===== src/rtl/fc_mem_port_ctrl.sv =====
// Port controller for the FC memory: sequences external region loads and
// compute runs, owning the memory write port and the region select.
module fc_mem_port_ctrl #(
  parameter int DATA_W     = 16,
  parameter int ADDR_W     = 16,
  parameter int NUM_LAYERS = 2,
  parameter int REG_W      = 2
) (
  input  logic              clk,
  input  logic              reset_n,
  input  logic              load_req,
  input  logic [REG_W-1:0]  load_region,
  input  logic [ADDR_W-1:0] load_base,
  input  logic [ADDR_W-1:0] load_len,
  input  logic              ex_valid,
  input  logic [DATA_W-1:0] ex_data,
  output logic              ex_ready,
  input  logic              start,
  input  logic              eng_we,
  input  logic [DATA_W-1:0] eng_data,
  input  logic [ADDR_W-1:0] eng_addr,
  input  logic              layer_end,
  input  logic              eng_all_end,
  output logic              mem_we,
  output logic [DATA_W-1:0] mem_data,
  output logic [ADDR_W-1:0] mem_addr,
  output logic [REG_W-1:0]  region_sel,
  output logic              busy,
  output logic              load_done,
  output logic              run_done,
  output logic              err
);

  typedef enum logic [1:0] {IDLE, LOAD, RUN} state_t;

  localparam logic [REG_W-1:0] LAST_REGION = REG_W'(NUM_LAYERS);

  state_t            state, state_nxt;
  logic [ADDR_W-1:0] base_q, base_nxt;
  logic [ADDR_W-1:0] len_q, len_nxt;
  logic [ADDR_W-1:0] count_q, count_nxt;
  logic [REG_W-1:0]  layer_q, layer_nxt, layer_eff;
  logic [REG_W-1:0]  region_nxt;
  logic              mem_we_nxt, load_done_nxt, run_done_nxt, err_nxt;
  logic [DATA_W-1:0] mem_data_nxt;
  logic [ADDR_W-1:0] mem_addr_nxt;

  assign ex_ready = (state == LOAD);
  assign busy     = (state != IDLE);

  always_ff @(posedge clk) begin
    if (!reset_n) begin
      state      <= IDLE;
      base_q     <= '0;
      len_q      <= '0;
      count_q    <= '0;
      layer_q    <= '0;
      region_sel <= '0;
      mem_we     <= 1'b0;
      mem_data   <= '0;
      mem_addr   <= '0;
      load_done  <= 1'b0;
      run_done   <= 1'b0;
      err        <= 1'b0;
    end else begin
      state      <= state_nxt;
      base_q     <= base_nxt;
      len_q      <= len_nxt;
      count_q    <= count_nxt;
      layer_q    <= layer_nxt;
      region_sel <= region_nxt;
      mem_we     <= mem_we_nxt;
      mem_data   <= mem_data_nxt;
      mem_addr   <= mem_addr_nxt;
      load_done  <= load_done_nxt;
      run_done   <= run_done_nxt;
      err        <= err_nxt;
    end
  end

  always_comb begin
    state_nxt     = state;
    base_nxt      = base_q;
    len_nxt       = len_q;
    count_nxt     = count_q;
    layer_nxt     = layer_q;
    layer_eff     = layer_q;
    region_nxt    = region_sel;
    mem_we_nxt    = 1'b0;
    mem_data_nxt  = mem_data;
    mem_addr_nxt  = mem_addr;
    load_done_nxt = 1'b0;
    run_done_nxt  = 1'b0;
    err_nxt       = 1'b0;

    unique case (state)
      IDLE: begin
        // A load request always takes priority over a coincident start.
        if (load_req) begin
          if (load_region > LAST_REGION) begin
            err_nxt = 1'b1;
          end else if (load_len == '0) begin
            load_done_nxt = 1'b1;
          end else begin
            state_nxt  = LOAD;
            base_nxt   = load_base;
            len_nxt    = load_len;
            count_nxt  = '0;
            region_nxt = load_region;
          end
        end else if (start) begin
          state_nxt  = RUN;
          region_nxt = '0;
          layer_nxt  = '0;
        end
      end

      LOAD: begin
        if (start) err_nxt = 1'b1;
        if (ex_valid) begin
          mem_we_nxt   = 1'b1;
          mem_data_nxt = ex_data;
          mem_addr_nxt = base_q + count_q;
          count_nxt    = count_q + ADDR_W'(1);
          if (count_q == len_q - ADDR_W'(1)) begin
            state_nxt     = IDLE;
            load_done_nxt = 1'b1;
          end
        end
      end

      RUN: begin
        mem_we_nxt   = eng_we;
        mem_data_nxt = eng_data;
        mem_addr_nxt = eng_addr;
        if (start) err_nxt = 1'b1;
        if (layer_end) begin
          if (layer_q == LAST_REGION) begin
            err_nxt = 1'b1;
          end else begin
            layer_eff  = layer_q + REG_W'(1);
            region_nxt = region_sel + REG_W'(1);
          end
        end
        layer_nxt = layer_eff;
        // The run ends on eng_all_end regardless; leave the output region selected.
        if (eng_all_end) begin
          state_nxt    = IDLE;
          run_done_nxt = 1'b1;
          region_nxt   = LAST_REGION;
          if (layer_eff != LAST_REGION) err_nxt = 1'b1;
        end
      end

      default: state_nxt = IDLE;
    endcase
  end

endmodule


===== config.mk =====
export PLATFORM = sky130hd
export DESIGN_NAME = fc_mem_port_ctrl
export DESIGN_NICKNAME = d
export VERILOG_FILES = /design/src/rtl/fc_mem_port_ctrl.sv
export SDC_FILE = /design/constraint.sdc
export NUM_CORES = 1
export LEC_CHECK = 0
export BUFFER_PORTS_ARGS = -buffer_cell sky130_fd_sc_hd__buf_2
export CAP_MARGIN = 20
export CORE_AREA = 2 2 146 148
export DETAILED_ROUTE_END_ITERATION = 10
export DIE_AREA = 0 0 148 150
export PLACE_DENSITY_LB_ADDON = 0.08
export SYNTH_ARGS = -nofsm -noshare
export SYNTH_HDL_FRONTEND = slang
export SYNTH_SLANG_ARGS = --single-unit

===== constraint.sdc =====
create_clock -name clk -period 2.9 [get_ports clk]
set_input_delay 0.435 -clock clk [delete_from_list [all_inputs] [get_ports clk]]
set_output_delay 0.435 -clock clk [all_outputs]
set_load 0.01 [all_outputs]

==> summary.txt, run 1 <==
Clocking
  – Clock slew at reported path FFs: about 70 ps
  – Worst skew pair latency: ~350 ps
  – TritonCTS clock tree: done
  – Clock Path Buffers: 2
  – Clk sinks: 90
  – Post-CTS Hold Fix Bufs: 0
  – CTS root buf: clkbuf_16
  – Num CTS Buffers: 9
  – H-tree levels: 3

Critical path
  – Crit end category: flip-flop
  – CP Data Required Time: 3180 ps
  – Worst Setup SP: count_q[1]$_SDFFE_PN0P_
  – Crit path kind: reg -> reg
  – CP Launch Type: flip-flop
  – Crit path DAT: 2890 ps
  – Critical R2R Launch: count_q[1]$_SDFFE_PN0P_
  – CP max FO: 6

Timing
  – Final hold vios: 0
  – Setup violators final: 0
  – RSZ-0062 raised after global routing: false
  – Setup TNS: 0 ps
  – Slew Viols, Final: 0
  – Final Cycle Share: between 90% and 100%
  – Clock skew: 8.81 ps
  – Fmax achieved: approximately 380 MHz
  – Rel. slew slack: approximately 53%
  – Worst slew pin tran: between 600 and 700 ps
  – Tmin final: about 2600 ps

Global routing
  – Total track usage: between 10% and 20%
  – Gr ovfl total: 0
  – Met2 Use GR: 25.4%
  – Met1 usage: a little over a fifth
  – Vias in the first global route: just under 5,000
  – Met3 Track Usage GR: roughly 2.9%
  – Largest net degree at the start of global routing: 40
  – Most Crowded Layer GR: met2
  – First-pass GRT wire length: ~27,000 um
  – Initial antenna violation count: 1

Drt
  – DR vias: approximately 5,000
  – Via density per instance: ~4.7
  – Post-route ant nets: 0
  – Detailed-route wire length: 16,800 um
  – Starting DRC count in detailed routing: between 200 and 300
  – DRC viols: 0
  – Initial DRT Pass Iterations: 4
  – Wirelength per Cell: between 15 and 20 um

Cells and area
  – Area delta synth->final: 26.9%
  – Final nets: approximately 890
  – Layout cell share with drive strength beyond 1: approximately a quarter
  – Fin util: approximately 31%

Floorplanning
  – Die X: around 150 um
  – Starting density of the core: approximately 25%
  – IO Pins: 130
  – Row count: 53
  – Total Die Area: 0.0222 mm2
  – Core area: approximately 0.021 mm2
  – Die Ht: 150 um

Power
  – Pleak: 2.67 nW
  – Comb pwr share: approximately 42%
  – Clock power frac: a little under a quarter
  – Maximum VDD drop: about 0.26 mV
  – Seq pwr share: about a third
  – Switching part of the total: between 30% and 40%
  – Int Power: approximately 0.0031 W
  – Switching pwr: 0.00202 W
  – P per Cell Area: between 700 and 800 mW/mm2

Job
  – Max-cap viol count: 0

Logic synthesis
  – Cells after Synth: approximately 640
  – Synthesized-area fraction occupied by and/or/nand/nor cells: roughly 23%
  – Compound-Gate Fraction of Synth Area: about a fifth
  – Distinct cell type count after synthesis: a little over 60
  – Yosys top cell by area: dfxtp_1
  – Post-synth EDFFs: 0
  – Largest family of logic cells by synthesized area: simple AND/OR/NAND/NOR gates
  – Mean Syn Cell Area: slightly below 8 um2
  – Adder-cell share of the synthesized area: between 6 and 7%
  – Synth Area in XOR/XNOR: between 7 and 8%
  – Syn Nets: between 700 and 800
  – Dominant cells by area after synthesis: dfxtp_1 35%, nand2_1 7.6%, ha_1 5.7%
  – Async set-reset flop share out of synthesis: 0%
  – Synthesized flop and latch total: 90
  – Post-synthesis mux area share: 4.33%
  – Post-synthesis sequential area ratio: 35.4%
  – Mapped Area: around 0.005 mm2
  – Main flop type after synthesis: dfxtp_1
  – Synth top area share: between 30% and 40%
  – Ys Warns: 0

Hold path
  – Min-delay src: load_base[10]
  – Hold/Removal Path Class: in -> reg

Placed design
  – Port-buffer cells: about 130
  – Dpl hpwl: approximately 13,000 um
  – Routability cong.: just over 0.8

Run status
  – Outcome: finished, final reports clean
through the flow:
step                      power, W  cell area [um2]  worst slack (ps)  instances  hold WS [ps]
after CTS                  0.00518             6440               218       1051           300
after floorplan            0.00314             5090               543        642           441
final                      0.00509             6460               284       1052           315
after global routing       0.00549             6450              30.5       1051           321
after detailed placement   0.00394             6150               160       1035           463
after global placement     0.00391             6150               133       1035           458
cells in the mapped netlist, types with 3 or more instances:
library cell,n
clkbuf_1,31
nand4_1,6
a21oi_1,54
a31oi_1,9
o21a_1,3
or3_1,5
a211oi_1,22
o21ai_0,37
o31ai_1,3
xor2_1,16
ha_1,23
nand2_1,103
nor4_1,6
o211ai_1,3
nor2_1,62
inv_1,24
xnor2_1,25
nor3b_1,3
dfxtp_1,90
nor3_1,16
o21bai_1,3
mux2i_1,22
nand3_1,21
a311oi_1,3
a22oi_1,4
worst max-delay path, stage by stage, from the launching register on:
cell and delay, ps:
dfxtp_1 500, ha_1 310, a211oi_1 400, nor4b_1 140, o31ai_2 340, a21oi_1 150, o221ai_1 270, xnor2_1 170
mux2i_1 100, o22ai_1 160
cells in the final DEF (no fill, tap or decap), drive strengths merged, types with 3 or more instances in the layout:
cell,count
a211oi,22
a21oi,55
a22oi,4
a311oi,3
a31oi,9
buf,150
clkbuf,10
clkinvlp,3
dfxtp,90
ha,23
inv,26
mux2i,22
nand2,103
nand3,22
nand4,6
nor2,62
nor3,16
nor3b,3
nor4,8
nor4b,3
o211ai,3
o21a,3
o21ai,37
o21bai,3
o31ai,3
or3,5
xnor2,25
xor2,16
repair_timing:
| action | CTS | global route |
|---|---|---|
| setup buffers | 0 | 0 |
| endpoints found under the hold margin | 0 | 0 |
| setup endpoints to repair | 0 | 2 |
| resized for setup | 0 | 2 |
layer usage:
layer,up-vias,share of wire [%]
li1,2533,-
met1,2330,49
met5,-,0
met4,0,1.3
met3,12,5.1
met2,117,45
power groups by stage:
stage / Clock (W) / Sequential [W] / Combinational [W]
4_1_cts: 0.00125 / 0.00174 / 0.00218
3_5_place_dp: 0 / 0.00177 / 0.00217
2_1_floorplan: 0 / 0.00182 / 0.00132
3_3_place_gp: 0 / 0.00176 / 0.00215
5_1_grt: 0.00129 / 0.00178 / 0.00242
6_report: 0.00120 / 0.00174 / 0.00215
cell type report:
class / count / area (um2)
inverter: 26 / 97.6
antenna: 1 / 2.50
clock buffer: 10 / 229
multi-input combinational: 494 / 3100
fill: 2295 / 14200
clock inverter: 6 / 66.3
tap: 275 / 344
sequential: 90 / 1800
timing repair buffer: 150 / 816
path summary, 6_finish.rpt:
| path | to | slack (ps) | cells past startpoint |
|---|---|---|---|
| worst max-delay path | mem_addr[15]$_SDFFE_PN0P_ | 280 | 9 |
| worst min-delay path | base_q[10]$_SDFFE_PN0P_ | 320 | 3 |
| worst max register to register | mem_addr[15]$_SDFFE_PN0P_ | 280 | 9 |
| worst min register to register | base_q[2]$_SDFFE_PN0P_ | 470 | 2 |
logic make-up after synthesis:
logic type | count (synthesis)
XOR/XNOR | 41
AND/OR/NAND/NOR | 244
adder cells (fa/ha/maj) | 24
buffers and inverters | 58
AO/OA/AOI/OAI | 163
multiplexers | 22
flip-flops | 90
state kept, by name, indices dropped and copies added (netlist names):
| name | cells |
|---|---|
| base_q | 16 |
| count_q | 16 |
| len_q | 16 |
| mem_addr | 16 |
| mem_data | 16 |
| layer_q | 2 |
| region_sel | 2 |
| state | 2 |
| err | 1 |
| load_done | 1 |
| mem_we | 1 |
| run_done | 1 |
No activity file was read; power rests on OpenSTA's default activity.
==> run 2: changes to the inputs <==
- CELL_PAD_IN_SITES_DETAIL_PLACEMENT: unset -> 0
- CELL_PAD_IN_SITES_GLOBAL_PLACEMENT: unset -> 1
==> summary.txt, run 2 (synthesis results as in run 1) <==
Run status
  – Outcome: finished, final reports clean

Floorplanning
  – Row count: 53
  – Die X: between 100 and 150 um
  – IO Pins: 130
  – Die Ht: around 150 um
  – Total Die Area: around 0.022 mm2
  – Starting density of the core: between 20% and 30%
  – Core area: between 0.02 and 0.025 mm2

Drt
  – Wirelength per Cell: about 16 um
  – Initial DRT Pass Iterations: 4
  – DRC viols: 0
  – Detailed-route wire length: approximately 17,000 um
  – DR vias: approximately 5,000
  – Via density per instance: between 4 and 5
  – Post-route ant nets: 0
  – Starting DRC count in detailed routing: ~160

Power
  – Pleak: between 2 and 3 nW
  – P per Cell Area: about 780 mW/mm2
  – Final Power: between 0.005 and 0.006 W
  – Maximum VDD drop: 0.286 mV

Critical path
  – Worst path buffer plus inverter count: 1
  – Worst path slowest cell: dfxtp_1
  – Crit path depth: 10
  – Largest stage delay on the critical path: roughly 480 ps
  – CP Data Required Time: approximately 3100 ps
  – Crit path DAT: approximately 2900 ps
  – Crit end category: flip-flop
  – Crit-path leading delay family: simple AND/OR/NAND/NOR gates
  – CP cell instances: inv_1, ha_1, nor3b_1, xnor2_1, nand3_1, nor3_1, or3b_4, nor4b_4, a311o_1, o41ai_2
  – CP max FO: 6
  – CP Launch Type: flip-flop
  – R2R cell count: 10
  – Crit path kind: reg -> reg

Timing
  – Final Cycle Share: roughly 94%
  – Fmax achieved: 367 MHz
  – Clock skew: ~7 ps
  – RSZ-0062 raised after global routing: false
  – Slew Viols, Final: 0
  – Setup violators final: 0
  – Final hold vios: 0
  – Tmin final: approximately 2700 ps
  – Setup TNS: 0 ps
  – Worst slew pin tran: roughly 1000 ps
  – Rel. slew slack: 32.6%

Global routing
  – Initial antenna violation count: 0
  – Gr ovfl total: 0
  – First-pass GRT wire length: between 20,000 and 30,000 um
  – Vias in the first global route: just under 5,000
  – Total track usage: roughly 15%
  – Largest net degree at the start of global routing: 50

Hold path
  – WHS Path Cells: 3
  – Hold/Removal Path Class: in -> reg

Clocking
  – Clk sinks: 90
  – H-tree levels: 3
  – Num CTS Buffers: 9
  – Clock Path Buffers: 2
  – Clock slew at reported path FFs: around 70 ps
  – Worst skew pair latency: around 350 ps
  – CTS root buf: clkbuf_16
  – TritonCTS clock tree: done
  – Setup bufs post-CTS: 0

Placed design
  – Port-buffer cells: around 130
  – Routability cong.: 0.740
  – Dpl hpwl: 12,800 um

Cells and area
  – Commonest non-fill, non-tap cell in the layout: buf_2
  – Fin util: a little under a third
  – Commonest cells after routing, fill and taps aside: 129 x buf_2, 103 x nand2_1, 89 x dfxtp_1, 62 x nor2_1, 53 x a21oi_1
  – Layout cell share with drive strength beyond 1: approximately a quarter
  – Fill cells: 2,247
  – Final nets: 886
  – Diode count: 0
  – Area delta synth->final: 26.7%

Job
  – Max-cap viol count: 0
==> run 2: worst reg2reg max path, cell delays in order (launching register included) <==
cell and delay, ps:
dfxtp_1 480, inv_1 80, ha_1 280, nor3b_1 180, xnor2_1 140, nand3_1 90, nor3_1 230, or3b_4 420
nor4b_4 370, a311o_1 240, o41ai_2 70
==> run 2: final timing paths <==
| path | to | slack [ps] | startpoint |
|---|---|---|---|
| worst max register to register | state[1]$_SDFFE_PN0P_ | 180 | len_q[0]$_SDFFE_PN0P_ |
| worst min register to register | base_q[10]$_SDFFE_PN0P_ | 470 | base_q[10]$_SDFFE_PN0P_ |
| worst max-delay path | state[1]$_SDFFE_PN0P_ | 180 | len_q[0]$_SDFFE_PN0P_ |
| worst min-delay path | base_q[9]$_SDFFE_PN0P_ | 320 | load_base[9] |
==> run 2: layout make-up <==
cell class                      count  area (um2)  area share [%]
Multi-Input combinational cell    494        3100            48.1
Sequential cell                    90        1800            28.0
Timing Repair Buffer              151         811            12.6
Tap cell                          275         344            5.33
Clock buffer                       13         270            4.19
Inverter                           26        97.6            1.51
Clock inverter                      3        21.3           0.330
==> run 2: through the flow <==
stage,hold WS [ps],cells,setup WS (ps),area (um2)
floorplan,441,642,543,5090
global placement,459,1036,-23.9,6140
detailed placement,457,1036,-16.1,6140
CTS,303,1052,90.7,6440
global route,321,1052,1.72,6450
finish,318,1052,175,6450
==> run 2: where the power goes <==
part | internal (W) | switching (W)
Sequential | 0.00153 | 0.000194
Combinational | 0.000858 | 0.00130
Clock | 0.000655 | 0.000521
Total | 0.00304 | 0.00202
==> run 2: what timing repair did <==
item,in CTS,in global routing
hold buffers,0,0
resized for setup,1,3
endpoints found under the setup margin,1,5
==> run 2: routing by layer <==
layer / vias up / track usage, % / part of all wire [%]
li1: 2531 / - / -
met2: 116 / 24.7 / 45
met5: - / 0 / 0
met1: 2318 / 20.4 / 49
met4: 0 / 4.76 / 1.8
met3: 19 / 2.77 / 4.4
==> run 3: changes to the inputs <==
- CAP_MARGIN: 20 -> unset
- REMOVE_ABC_BUFFERS: unset -> 1
==> summary.txt, run 3 (synthesis results as in run 1) <==
Critical path
  – R2R cell count: 8
  – CP Launch Type: flip-flop
  – Crit path capture: state[1]$_SDFFE_PN0P_
  – Crit path DAT: 2930 ps
  – Crit end category: flip-flop
  – CP Data Required Time: 3130 ps
  – Critical R2R Launch: len_q[2]$_SDFFE_PN0P_
  – Worst Setup SP: len_q[2]$_SDFFE_PN0P_
  – CP max FO: 7
  – Reg-to-reg slack, setup: around 200 ps
  – R2R Path End: state[1]$_SDFFE_PN0P_
  – Crit path kind: reg -> reg

Clocking
  – H-tree levels: 3
  – Clk sinks: 90
  – CTS root buf: clkbuf_16
  – Worst skew pair latency: approximately 360 ps
  – Post-CTS Hold Fix Bufs: 0
  – TritonCTS clock tree: done
  – Num CTS Buffers: 9
  – Resize count post-CTS: 0
  – Setup bufs post-CTS: 0
  – Clock Path Buffers: 2
  – Clock slew at reported path FFs: approximately 70 ps

Job
  – Max-cap viol count: 0

Floorplanning
  – IO Pins: 130
  – Die Ht: ~150 um
  – Core area: between 0.02 and 0.025 mm2
  – Die X: ~150 um
  – Starting density of the core: around a quarter
  – Row count: 53
  – Total Die Area: between 0.02 and 0.025 mm2

Timing
  – Final WS setup: 197 ps
  – Final Cycle Share: between 90 and 100%
  – Slew Viols, Final: 0
  – Worst slew pin tran: around 810 ps
  – RSZ-0062 raised after global routing: false
  – Final hold vios: 0
  – Clock skew: approximately 9.5 ps
  – Fin Hold WS: approximately 320 ps
  – Tmin final: about 2700 ps
  – Rel. slew slack: approximately 46%
  – Setup violators final: 0
  – Setup TNS: 0 ps
  – Fmax achieved: 370 MHz

Cells and area
  – Cell Count, Final, Fillers Out: between 1,000 and 1,500
  – Final nets: 884
  – Commonest cells after routing, fill and taps aside: 129 x buf_2, 103 x nand2_1, 90 x dfxtp_1, 62 x nor2_1, 54 x a21oi_1
  – Commonest non-fill, non-tap cell in the layout: buf_2
  – Layout cell share with drive strength beyond 1: between 20% and 30%
  – Diode count: 0
  – Area delta synth->final: 26.6%

Global routing
  – Vias in the first global route: ~5,000
  – Gr ovfl total: 0
  – Total track usage: between 10 and 15%
  – First-pass GRT wire length: around 26,000 um
  – Initial antenna violation count: 0
  – Largest net degree at the start of global routing: 40

Drt
  – Post-route ant nets: 0
  – Initial DRT Pass Iterations: 4
  – Detailed-route wire length: around 16,000 um
  – DRC viols: 0
  – DR vias: 4,942
  – Wirelength per Cell: 15.1 um
  – Via density per instance: 4.71
  – Starting DRC count in detailed routing: 247

Run status
  – Outcome: finished, final reports clean

Power
  – Pleak: 2.67 nW
  – Maximum VDD drop: ~0.26 mV
  – P per Cell Area: about 790 mW/mm2

Placed design
  – Routability cong.: 0.777
  – Port-buffer cells: between 100 and 150
  – Dpl hpwl: 12,200 um
  – Post-placement cell count: between 1,000 and 1,500
  – Place WS: 123 ps

Hold path
  – Hold/Removal Path Class: in -> reg
## run 3: changes by cell type in the layout (fill, tap and decap cells not counted), sizes merged
cell and delta:
clkbuf -4, bufinv +1, clkinv +2, buf -2, clkinvlp -1, inv +2
## run 3: power breakdown
group / switching (W) / internal, W / leakage [nW] / total (W)
registers: 0.000186 / 0.00153 / 0.734 / 0.00172
logic: 0.00127 / 0.000851 / 1.78 / 0.00212
clock network: 0.000558 / 0.000677 / 0.151 / 0.00124
total: 0.00202 / 0.00306 / 2.67 / 0.00507
## run 3: metrics by stage
stage / power, W / util (%) / cell area, um2
after global placement: 0.00388 / 29.6 / 6130
final: 0.00507 / 31.2 / 6440
after floorplan: 0.00314 / - / 4970
after CTS: 0.00517 / 31.1 / 6430
after global routing: 0.00549 / 31.2 / 6440
after detailed placement: 0.00390 / 29.6 / 6130
## run 3: layout make-up
cell class / instances / area, um2
Fill cell: 2275 / 14200
Inverter: 26 / 97.6
Clock buffer: 9 / 225
Multi-Input combinational cell: 494 / 3110
Sequential cell: 90 / 1800
Tap cell: 275 / 344
Clock inverter: 7 / 75.1
Timing Repair Buffer: 149 / 796
## run 3: worst min-delay path by stage
stage                              end  cells after the start  slack (ps)                    start
2_1_floorplan   base_q[0]$_SDFFE_PN0P_                      2         440   base_q[0]$_SDFFE_PN0P_
3_3_place_gp   base_q[11]$_SDFFE_PN0P_                      2         460  base_q[11]$_SDFFE_PN0P_
3_5_place_dp   base_q[14]$_SDFFE_PN0P_                      2         460  base_q[14]$_SDFFE_PN0P_
4_1_cts        base_q[14]$_SDFFE_PN0P_                      3         300            load_base[14]
5_1_grt         base_q[5]$_SDFFE_PN0P_                      3         320             load_base[5]
6_report       base_q[12]$_SDFFE_PN0P_                      3         320            load_base[12]
## run 3: worst max-delay path: stages (launching register included)
cell and delay (ps):
dfxtp_1 380, or4_1 640, nor3_1 210, a211oi_1 100
o31ai_1 380, o21ai_1 200, nor4b_4 350, a311o_1 250
o41ai_2 70
## run 3: per-layer routing
layer | routed length [um] | up-vias | track usage [%]
li1 | - | 2533 | -
met1 | 7380 | 2293 | 18.3
met2 | 7550 | 95 | 24.9
met3 | 614 | 21 | 2.20
met4 | 321 | 0 | 5.67
met5 | 0 | - | 0
